## config.mk

```make
export PLATFORM = sky130hd
export DESIGN_NAME = video_timing_m
export DESIGN_NICKNAME = d
export VERILOG_FILES = /design/src/rtl/video_timing_m_pkg.sv /design/src/rtl/video_timing_m_axis.sv /design/src/rtl/video_timing_m.sv
export SDC_FILE = /design/constraint.sdc
export NUM_CORES = 1
export LEC_CHECK = 0
export CORE_MARGIN = 5
export CORE_UTILIZATION = 55
export DETAILED_ROUTE_END_ITERATION = 10
export DONT_BUFFER_PORTS = 1
export HOLD_SLACK_MARGIN = 0.06
export PLACE_DENSITY = 0.79
export SYNTH_ARGS = -nofsm -noshare
export SYNTH_HDL_FRONTEND = slang
export SYNTH_SLANG_ARGS = --single-unit
```

## constraint.sdc

```tcl
create_clock -name clk -period 1.7 [get_ports clk]
set_input_delay 0.34 -clock clk [delete_from_list [all_inputs] [get_ports clk]]
set_output_delay 0.34 -clock clk [all_outputs]
set_load 0.03 [all_outputs]
```

## src/rtl/video_timing_m_pkg.sv

```systemverilog
// Shared VGA 640x480@60 timing constants (one clock per two VGA pixels) and
// the 256x240 game window geometry used by the video pipeline.
package video_timing_m_pkg;

  localparam int H_VISIBLE = 320;
  localparam int H_FRONT   = 8;
  localparam int H_SYNC    = 48;
  localparam int H_BACK    = 24;

  localparam int V_VISIBLE = 480;
  localparam int V_FRONT   = 10;
  localparam int V_SYNC    = 2;
  localparam int V_BACK    = 33;

  localparam int X_OFFSET  = 32;
  localparam int GAME_W    = 256;
  localparam int GAME_H    = 240;

  localparam int HC_W      = 9;
  localparam int VC_W      = 10;

  // Half-open interval test done in signed int so zero lower bounds fold cleanly.
  function automatic logic in_range(input int v, input int lo, input int hi);
    return (v >= lo) && (v < hi);
  endfunction

endpackage

```

## src/rtl/video_timing_m_axis.sv

```systemverilog
// One timing axis: a wrapping counter plus sync/active window decode.
// Used once for the horizontal axis and once for the vertical axis.
module timing_axis_m
  import video_timing_m_pkg::*;
#(
  parameter int W       = 9,
  parameter int TOTAL   = 400,
  parameter int SYNC_LO = 328,
  parameter int SYNC_HI = 376,
  parameter int ACT_LO  = 0,
  parameter int ACT_HI  = 320
) (
  input  logic         clk,
  input  logic         rst,
  input  logic         i_en,
  output logic [W-1:0] o_cnt,
  output logic         o_carry,
  output logic         o_sync_n,
  output logic         o_active
);

  logic [W-1:0] r_cnt;
  logic         w_last;

  assign w_last = (r_cnt == W'(TOTAL - 1));

  // Counter advances when enabled and wraps to zero after TOTAL-1.
  always_ff @(posedge clk) begin
    if (rst) begin
      r_cnt <= '0;
    end else if (i_en) begin
      r_cnt <= w_last ? '0 : r_cnt + 1'b1;
    end
  end

  // Combinational decode of the current count; the top registers these.
  always_comb begin
    o_cnt    = r_cnt;
    o_carry  = i_en & w_last;
    o_sync_n = ~in_range(int'(r_cnt), SYNC_LO, SYNC_HI);
    o_active = in_range(int'(r_cnt), ACT_LO, ACT_HI);
  end

endmodule

```

## src/rtl/video_timing_m.sv

```systemverilog
// VGA sync and game-pixel timing generator with a sticky vblank interrupt.
// All outputs are registered decodes of the counter values one clock earlier.
module video_timing_m
  import video_timing_m_pkg::*;
#(
  parameter int H_VIS = H_VISIBLE,
  parameter int H_FP  = H_FRONT,
  parameter int H_SW  = H_SYNC,
  parameter int H_BP  = H_BACK,
  parameter int V_VIS = V_VISIBLE,
  parameter int V_FP  = V_FRONT,
  parameter int V_SW  = V_SYNC,
  parameter int V_BP  = V_BACK,
  parameter int X_OFS = X_OFFSET
) (
  input  logic       clk,
  input  logic       rst,
  output logic       hsync,
  output logic       vsync,
  output logic [7:0] xp,
  output logic [7:0] yp,
  output logic       visible,
  output logic       writable,
  output logic       vblank_irq,
  input  logic       irq_ack
);

  localparam int H_TOT = H_VIS + H_FP + H_SW + H_BP;
  localparam int V_TOT = V_VIS + V_FP + V_SW + V_BP;

  logic [HC_W-1:0] w_h_cnt;
  logic [VC_W-1:0] w_v_cnt;
  logic            w_h_carry;
  logic            w_unused_v_carry;
  logic            w_h_sync_n;
  logic            w_v_sync_n;
  logic            w_h_act;
  logic            w_v_act;
  logic            w_vis;
  logic            w_irq_set;

  logic            r_hsync;
  logic            r_vsync;
  logic [7:0]      r_xp;
  logic [7:0]      r_yp;
  logic            r_visible;
  logic            r_writable;
  logic            r_irq;

  timing_axis_m #(
    .W       (HC_W),
    .TOTAL   (H_TOT),
    .SYNC_LO (H_VIS + H_FP),
    .SYNC_HI (H_VIS + H_FP + H_SW),
    .ACT_LO  (X_OFS),
    .ACT_HI  (X_OFS + GAME_W)
  ) u_h_axis (
    .clk      (clk),
    .rst      (rst),
    .i_en     (1'b1),
    .o_cnt    (w_h_cnt),
    .o_carry  (w_h_carry),
    .o_sync_n (w_h_sync_n),
    .o_active (w_h_act)
  );

  // Vertical axis steps once per completed line.
  timing_axis_m #(
    .W       (VC_W),
    .TOTAL   (V_TOT),
    .SYNC_LO (V_VIS + V_FP),
    .SYNC_HI (V_VIS + V_FP + V_SW),
    .ACT_LO  (0),
    .ACT_HI  (V_VIS)
  ) u_v_axis (
    .clk      (clk),
    .rst      (rst),
    .i_en     (w_h_carry),
    .o_cnt    (w_v_cnt),
    .o_carry  (w_unused_v_carry),
    .o_sync_n (w_v_sync_n),
    .o_active (w_v_act)
  );

  assign w_vis     = w_h_act & w_v_act;
  assign w_irq_set = (w_h_cnt == '0) && (w_v_cnt == VC_W'(V_VIS));

  // Register every output from the current counter decode; set beats ack on the irq.
  always_ff @(posedge clk) begin
    if (rst) begin
      r_hsync    <= 1'b1;
      r_vsync    <= 1'b1;
      r_xp       <= '0;
      r_yp       <= '0;
      r_visible  <= 1'b0;
      r_writable <= 1'b0;
      r_irq      <= 1'b0;
    end else begin
      r_hsync    <= w_h_sync_n;
      r_vsync    <= w_v_sync_n;
      r_xp       <= w_vis ? 8'(w_h_cnt - HC_W'(X_OFS)) : 8'd0;
      r_yp       <= w_vis ? w_v_cnt[8:1] : 8'd0;
      r_visible  <= w_vis;
      r_writable <= ~w_v_act;
      r_irq      <= w_irq_set | (r_irq & ~irq_ack);
    end
  end

  assign hsync      = r_hsync;
  assign vsync      = r_vsync;
  assign xp         = r_xp;
  assign yp         = r_yp;
  assign visible    = r_visible;
  assign writable   = r_writable;
  assign vblank_irq = r_irq;

endmodule

```

==> metrics.md, run 1 <==
| Metric | Value |
|---|---|
| Layout fillers | 259 |
| WL/cell | 15.6 um |
| Period utilization | 97.0% |
| DRT iter0 DRCs | 63 |
| Worst EP arrival | 1.93 ns |
| Global placer's final weighted congestion | 0.826 |
| R2R setup slack | 0.05 ns |
| Fin nets | 198 |
| Die height | 64.9 um |
| GR Overflow Total | 0 |
| Setup Viol. Count Final | 0 |
| Most common cell after layout, fill and taps aside | dfxtp_1 |
| Sequential share of the synthesized area | 48.3% |
| Crit path capture | u_v_axis.o_cnt[9] |
| Worst path cell trace | ha_2, and4b_2, nand4_1, or3_1, a21oi_1 |
| VDD IR-drop max | 0.411 mV |
| DIE AREA | 4210 um^2 |
| Synth async-reset ratio | 0% |
| CTS H-tree lvls | 2 |
| Layout area overhead | 12.4% |
| Count of different cell masters after synthesis | 39 |
| Highest-count cells in the layout ignoring fill and taps | 38 x dfxtp_1, 19 x nor2_1, 15 x and2_1 |
| Slew Viols, Final | 0 |
| All-layer global routing usage | 18.1% |
| Cell Rows | 20 |
| DIE WIDTH | 64.9 um |
| Post-Synthesis Cells | 173 |
| Fraction of layout cells with a size suffix above 1 | 15.6% |
| Initial Util | 55.6% |
| Multi-input logic area | 778 um^2 |
| EDFF count, synth | 0 |
| Post-Syn Nets | 185 |
| First-pass DRT Iterations | 4 |
| CP peak stage delay | 0.40 ns |
| R2r startpoint | u_h_axis.o_cnt[0] |
| Routed vias/inst | 5.76 |
| Root Buffer | clkbuf_4 |
| Design Area, Final | 1860 um^2 |
| Post-route minimum period | 1.65 ns |
| DRT Wirelength | 3410 um |
| Final Non-Filler Cells | 219 |
| Yosys reg bits | 40 |
| Antenna violations before repair | 0 |
| Fmax | 607 MHz |
| Slowest-stage cell, CP | or3_1 |
| R2r endpoint | u_v_axis.o_cnt[9] |
| DRC viols | 0 |
| Least-Margin Pin Slew | 0.394 ns |
| # IOs | 24 |
| Layout Skew | 0.00447 ns |
| Avg Cell Area, Syn | 9.58 um^2 |
| Sequential cell area | 803 um^2 |
| Critical path required time | 1.98 ns |
| Pre-CTS WS | 0.0309 ns |
| Clock-pin slew on the worst setup and hold paths | 0.11 ns |
| RSZ-0062 raised after global routing | yes |
| Final hold violation count | 0 |
| Synth warn | 0 |
| Placed cell area | 1740 um^2 |
| Total via count in the routed design | 1262 |
| Ys flop type | dfxtp_1 |
| MaxCap Viol Count | 0 |
| Worst min path class | input port to flip-flop |
| DPL Wire Length | 2470 um |
| Max clock buf depth | 2 |
| Kind of critical path | flip-flop to flip-flop |
| Slew HR | 73.5% |
| Total CTS buffers | 5 |
| Vias in the first global route | 1271 |
| P_leak | 0.704 nW |
| Placed cells | 210 |
| Cell area after synthesis | 1660 um^2 |
| First-pass GRT wire length | 5820 um |
| Clock sink total | 40 |
| Total negative slack | 0 ns |
| CP Capture Type | flip-flop |
| Layout Utilization | 62.5% |
| Worst hold slack | 0.165 ns |
| # diodes | 0 |
| Buffers added on ports | 0 |
| Worst Reg-to-Reg Cells | 5 |
| Worst setup margin | 0.0517 ns |
| Status | complete, no violations |
| Floorplan Core Area | 2980 um^2 |
| Clk_lat worst skew | 0.34 ns |
| Power Total | 1.74 mW |
| Post-DRT Antenna Nets | 0 |
| Largest net degree at the start of global routing | 18 |
| Startpoint Class | flip-flop |
| PD cells | 933 nW/um^2 |
| CTS tree | yes |
| Crit Path Max Fanout | 5 |
| Critical path launch point | u_h_axis.o_cnt[0] |
[cells in the mapped netlist, types with 2 or more instances]
library cell  number  share of area (%)
dfxtp_1           40                 48
nor2_1            19                4.3
and2_1            15                5.7
ha_1               9                6.8
inv_1              9                2.0
xnor2_1            9                4.8
nand2_1            8                1.8
nand3_1            7                2.1
a21oi_1            6                1.8
clkbuf_1           4               0.91
nand4_1            4                1.5
nor3_1             4                1.2
and4_1             3                1.6
nand2b_1           3                1.1
nor4_1             3                1.1
o21ai_0            3               0.91
xor2_1             3                1.6
buf_6              2                1.4
or3_1              2               0.76
[timing repair]
item,4_1_cts,5_1_grt
endpoints found under the setup margin,1,25
gates resized for setup,1,5
buffers inserted,0,1
pin swaps,0,1
hold buffers,1,0
hold endpoints to repair,3,0
[worst min path at each step]
stage | from | endpoint | slack (ns) | cells after the start
final | irq_ack | vblank_irq | 0.17 | 2
after CTS | rst | vsync | 0.16 | 2
after global routing | rst | vsync | 0.15 | 2
after detailed placement | rst | vblank_irq | 0.42 | 1
after floorplan | rst | vblank_irq | 0.41 | 1
after global placement | rst | vblank_irq | 0.41 | 1
[layout make-up]
class / count / share of cell area [%]
Clock buffer: 5 / 2.02
Tap cell: 33 / 2.22
Timing Repair Buffer: 14 / 5.78
Sequential cell: 40 / 43.1
Inverter: 9 / 1.81
Multi-Input combinational cell: 116 / 41.8
Clock inverter: 2 / 3.23
[sequential cells by signal (all words and copies together) (netlist names)]
signal	flops
yp	8
visible	1
vblank_irq	1
xp	8
writable	1
u_h_axis.o_cnt	9
hsync	1
vsync	1
u_v_axis.o_cnt	10
[power by group]
part	leakage, nW	internal [mW]	total [mW]	switching (mW)
sequential	0.323	0.944	0.949	0.00572
combinational	0.329	0.0206	0.0433	0.0226
clock	0.0513	0.450	0.745	0.295
[worst max-delay path: cells and delay by family (launching register included)]
family	cells	cell delay, ns
AND/OR/NAND/NOR	3	0.88
flip-flops	1	0.37
adder cells (fa/ha/maj)	1	0.21
AO/OA/AOI/OAI	1	0.14
[cells by family after synthesis]
logic type	share of synthesized area [%]
AOI/OAI and AO/OA	6.87
and+or+nand+nor	26.6
adders and majority gates	6.80
DFF	48.3
buffers and inverters	5.06
xor gates and xnor gates	6.34
[per-layer routing]
layer  global-route usage [%]  up-vias  routed length (um)
met1                     20.2      608                1450
met5                        0        -                   0
met4                     6.60        0                  49
met2                     32.7       42                1730
met3                     4.68        5                 180
li1                         -      607                   -
Note: power is estimated with default switching activity, not from simulation.
==> run 2, diff against run 1 <==
Settings changed: CORE_UTILIZATION 55 to 40, PLACE_DENSITY 0.79 to 0.62.
==> run 2 against run 1 <==
  * Die area rose by 31%
  * Cell area rose by 2.0%
  * First-iteration DRC count increased by 87%
  * Via count decreased by 5.3%
  * Routed wire length is 0.32% lower
  * Count of clock-buffer cells in the layout is 1 higher
  * Global-route usage is 5.0 points lower
  * Register-to-register slack gained 0.06 ns
==> metrics.md, run 2 (synthesis gave the netlist of run 1 again) <==
| Metric | Value |
|---|---|
| Status | complete, no violations |
| Global placer's final weighted congestion | 0.940 |
| Die height | 74.4 um |
| Layout Skew | 0.00517 ns |
| Final hold violation count | 0 |
| Floorplan Core Area | 4000 um^2 |
| Antenna violations before repair | 0 |
| Highest-count cells in the layout ignoring fill and taps | 37 x dfxtp_1, 19 x nor2_1, 15 x and2_1, 15 x buf_4 |
| Fraction of layout cells with a size suffix above 1 | 18.1% |
| MaxCap Viol Count | 0 |
| Fin nets | 199 |
| DIE WIDTH | 74.4 um |
| Routed vias/inst | 5.02 |
| Final Non-Filler Cells | 238 |
| # diodes | 0 |
| DRT Wirelength | 3400 um |
| VDD IR-drop max | 0.296 mV |
| Setup Viol. Count Final | 0 |
| Post-route minimum period | 1.58 ns |
| Multi-input logic area | 793 um^2 |
| All-layer global routing usage | 13.1% |
| Slew HR | 75.3% |
| Clock sink total | 40 |
| CP Capture Type | flip-flop |
| Number of flip-flops in the largest register | 10 |
| PD cells | 860 nW/um^2 |
| Total CTS buffers | 5 |
| Post-DRT Antenna Nets | 0 |
| Worst EP arrival | 1.76 ns |
| WL/cell | 14.3 um |
| Total negative slack | 0 ns |
| Placed cell area | 1770 um^2 |
| DIE AREA | 5530 um^2 |
| RSZ-0062 raised after global routing | no |
| Kind of critical path | flip-flop to flip-flop |
| DRC viols | 0 |
| Vias in the first global route | 1143 |
| Period utilization | 93.2% |
| Sequential cell area | 805 um^2 |
| Least-Margin Pin Slew | 0.366 ns |
| Layout fillers | 373 |
| Cell Rows | 23 |
| Buffers added on ports | 0 |
| First-pass GRT wire length | 5510 um |
| Max clock buf depth | 2 |
| Total via count in the routed design | 1195 |
| DPL Wire Length | 2420 um |
| Hold-fix buffers, CTS | 0 |
| GR Overflow Total | 0 |
| Clock-pin slew on the worst setup and hold paths | 0.08 ns |
| Startpoint Class | flip-flop |
| CTS H-tree lvls | 2 |
| # IOs | 24 |
| Design Area, Final | 1900 um^2 |
| Layout area overhead | 14.7% |
| Worst min path class | input port to flip-flop |
| Initial Util | 41.4% |
| Most common cell after layout, fill and taps aside | dfxtp_1 |
| Clk_lat worst skew | 0.28 ns |
| Power Total | 1.63 mW |
| Crit Path Max Fanout | 17 |
| Largest net degree at the start of global routing | 18 |
| Placed cells | 228 |
| Root Buffer | clkbuf_8 |
| First-pass DRT Iterations | 4 |
| CTS tree | yes |
| DRT iter0 DRCs | 118 |
| Fmax | 631 MHz |
| Critical path required time | 1.88 ns |
| Slew Viols, Final | 0 |
| P_leak | 0.714 nW |
-- run 2: timing repair --
| item | 4_1_cts | 5_1_grt |
|---|---|---|
| setup buffers | 1 | 1 |
| gates resized for setup | 1 | 7 |
| pin swaps | 1 | 1 |
| gates cloned | 0 | 0 |
| setup endpoints to repair | 7 | 33 |
-- run 2: per-stage QoR --
step / hold slack [ns] / setup slack (ns) / util (%)
floorplan: 0.409 / 0.0636 / -
global placement: 0.414 / 0.0399 / 44.2
detailed placement: 0.414 / -0.0226 / 44.2
CTS: 0.102 / 0.0108 / 46.7
global route: 0.0946 / 0.00822 / 47.5
finish: 0.112 / 0.115 / 47.5
-- run 2: area by class of cell --
type	instances	area share, %
Clock buffer	6	4.35
Clock inverter	2	0.527
Inverter	9	1.78
Multi-Input combinational cell	116	41.8
Sequential cell	40	42.4
Tap cell	50	3.29
Timing Repair Buffer	15	5.93
-- run 2: worst paths after layout --
kind / startpoint / endpoint / slack (ns) / cells after the start
setup / recovery: u_h_axis.o_cnt[6] / yp[5] / 0.12 / 6
hold / removal: rst / vblank_irq / 0.11 / 1
setup reg to reg: u_h_axis.o_cnt[6] / yp[5] / 0.12 / 6
hold reg to reg: u_h_axis.o_cnt[0] / u_h_axis.o_cnt[0] / 0.48 / 1
-- run 2: per-layer routing --
metal / part of all wire (%) / global-route usage, % / up-vias / wire [um]
met3: 6.8 / 3.92 / 7 / 230
met4: 1.8 / 6.13 / 0 / 62
met1: 47 / 17.2 / 541 / 1600
li1: - / - / 611 / -
met2: 44 / 19.7 / 36 / 1510
met5: 0 / 0 / - / 0
-- run 2: worst max-delay path, cell delays in order (launching register included) --
cell and delay, ns:
dfxtp_1 0.34, inv_1 0.10, ha_1 0.16, nand2b_1 0.09, a311o_1 0.33, and4_2 0.27
and2_1 0.18
-- run 2: report_power, final --
group	switching, mW	internal (mW)	total [mW]
Sequential	0.00778	0.943	0.951
Combinational	0.0210	0.0191	0.0401
Clock	0.319	0.324	0.642
Total	0.347	1.29	1.63
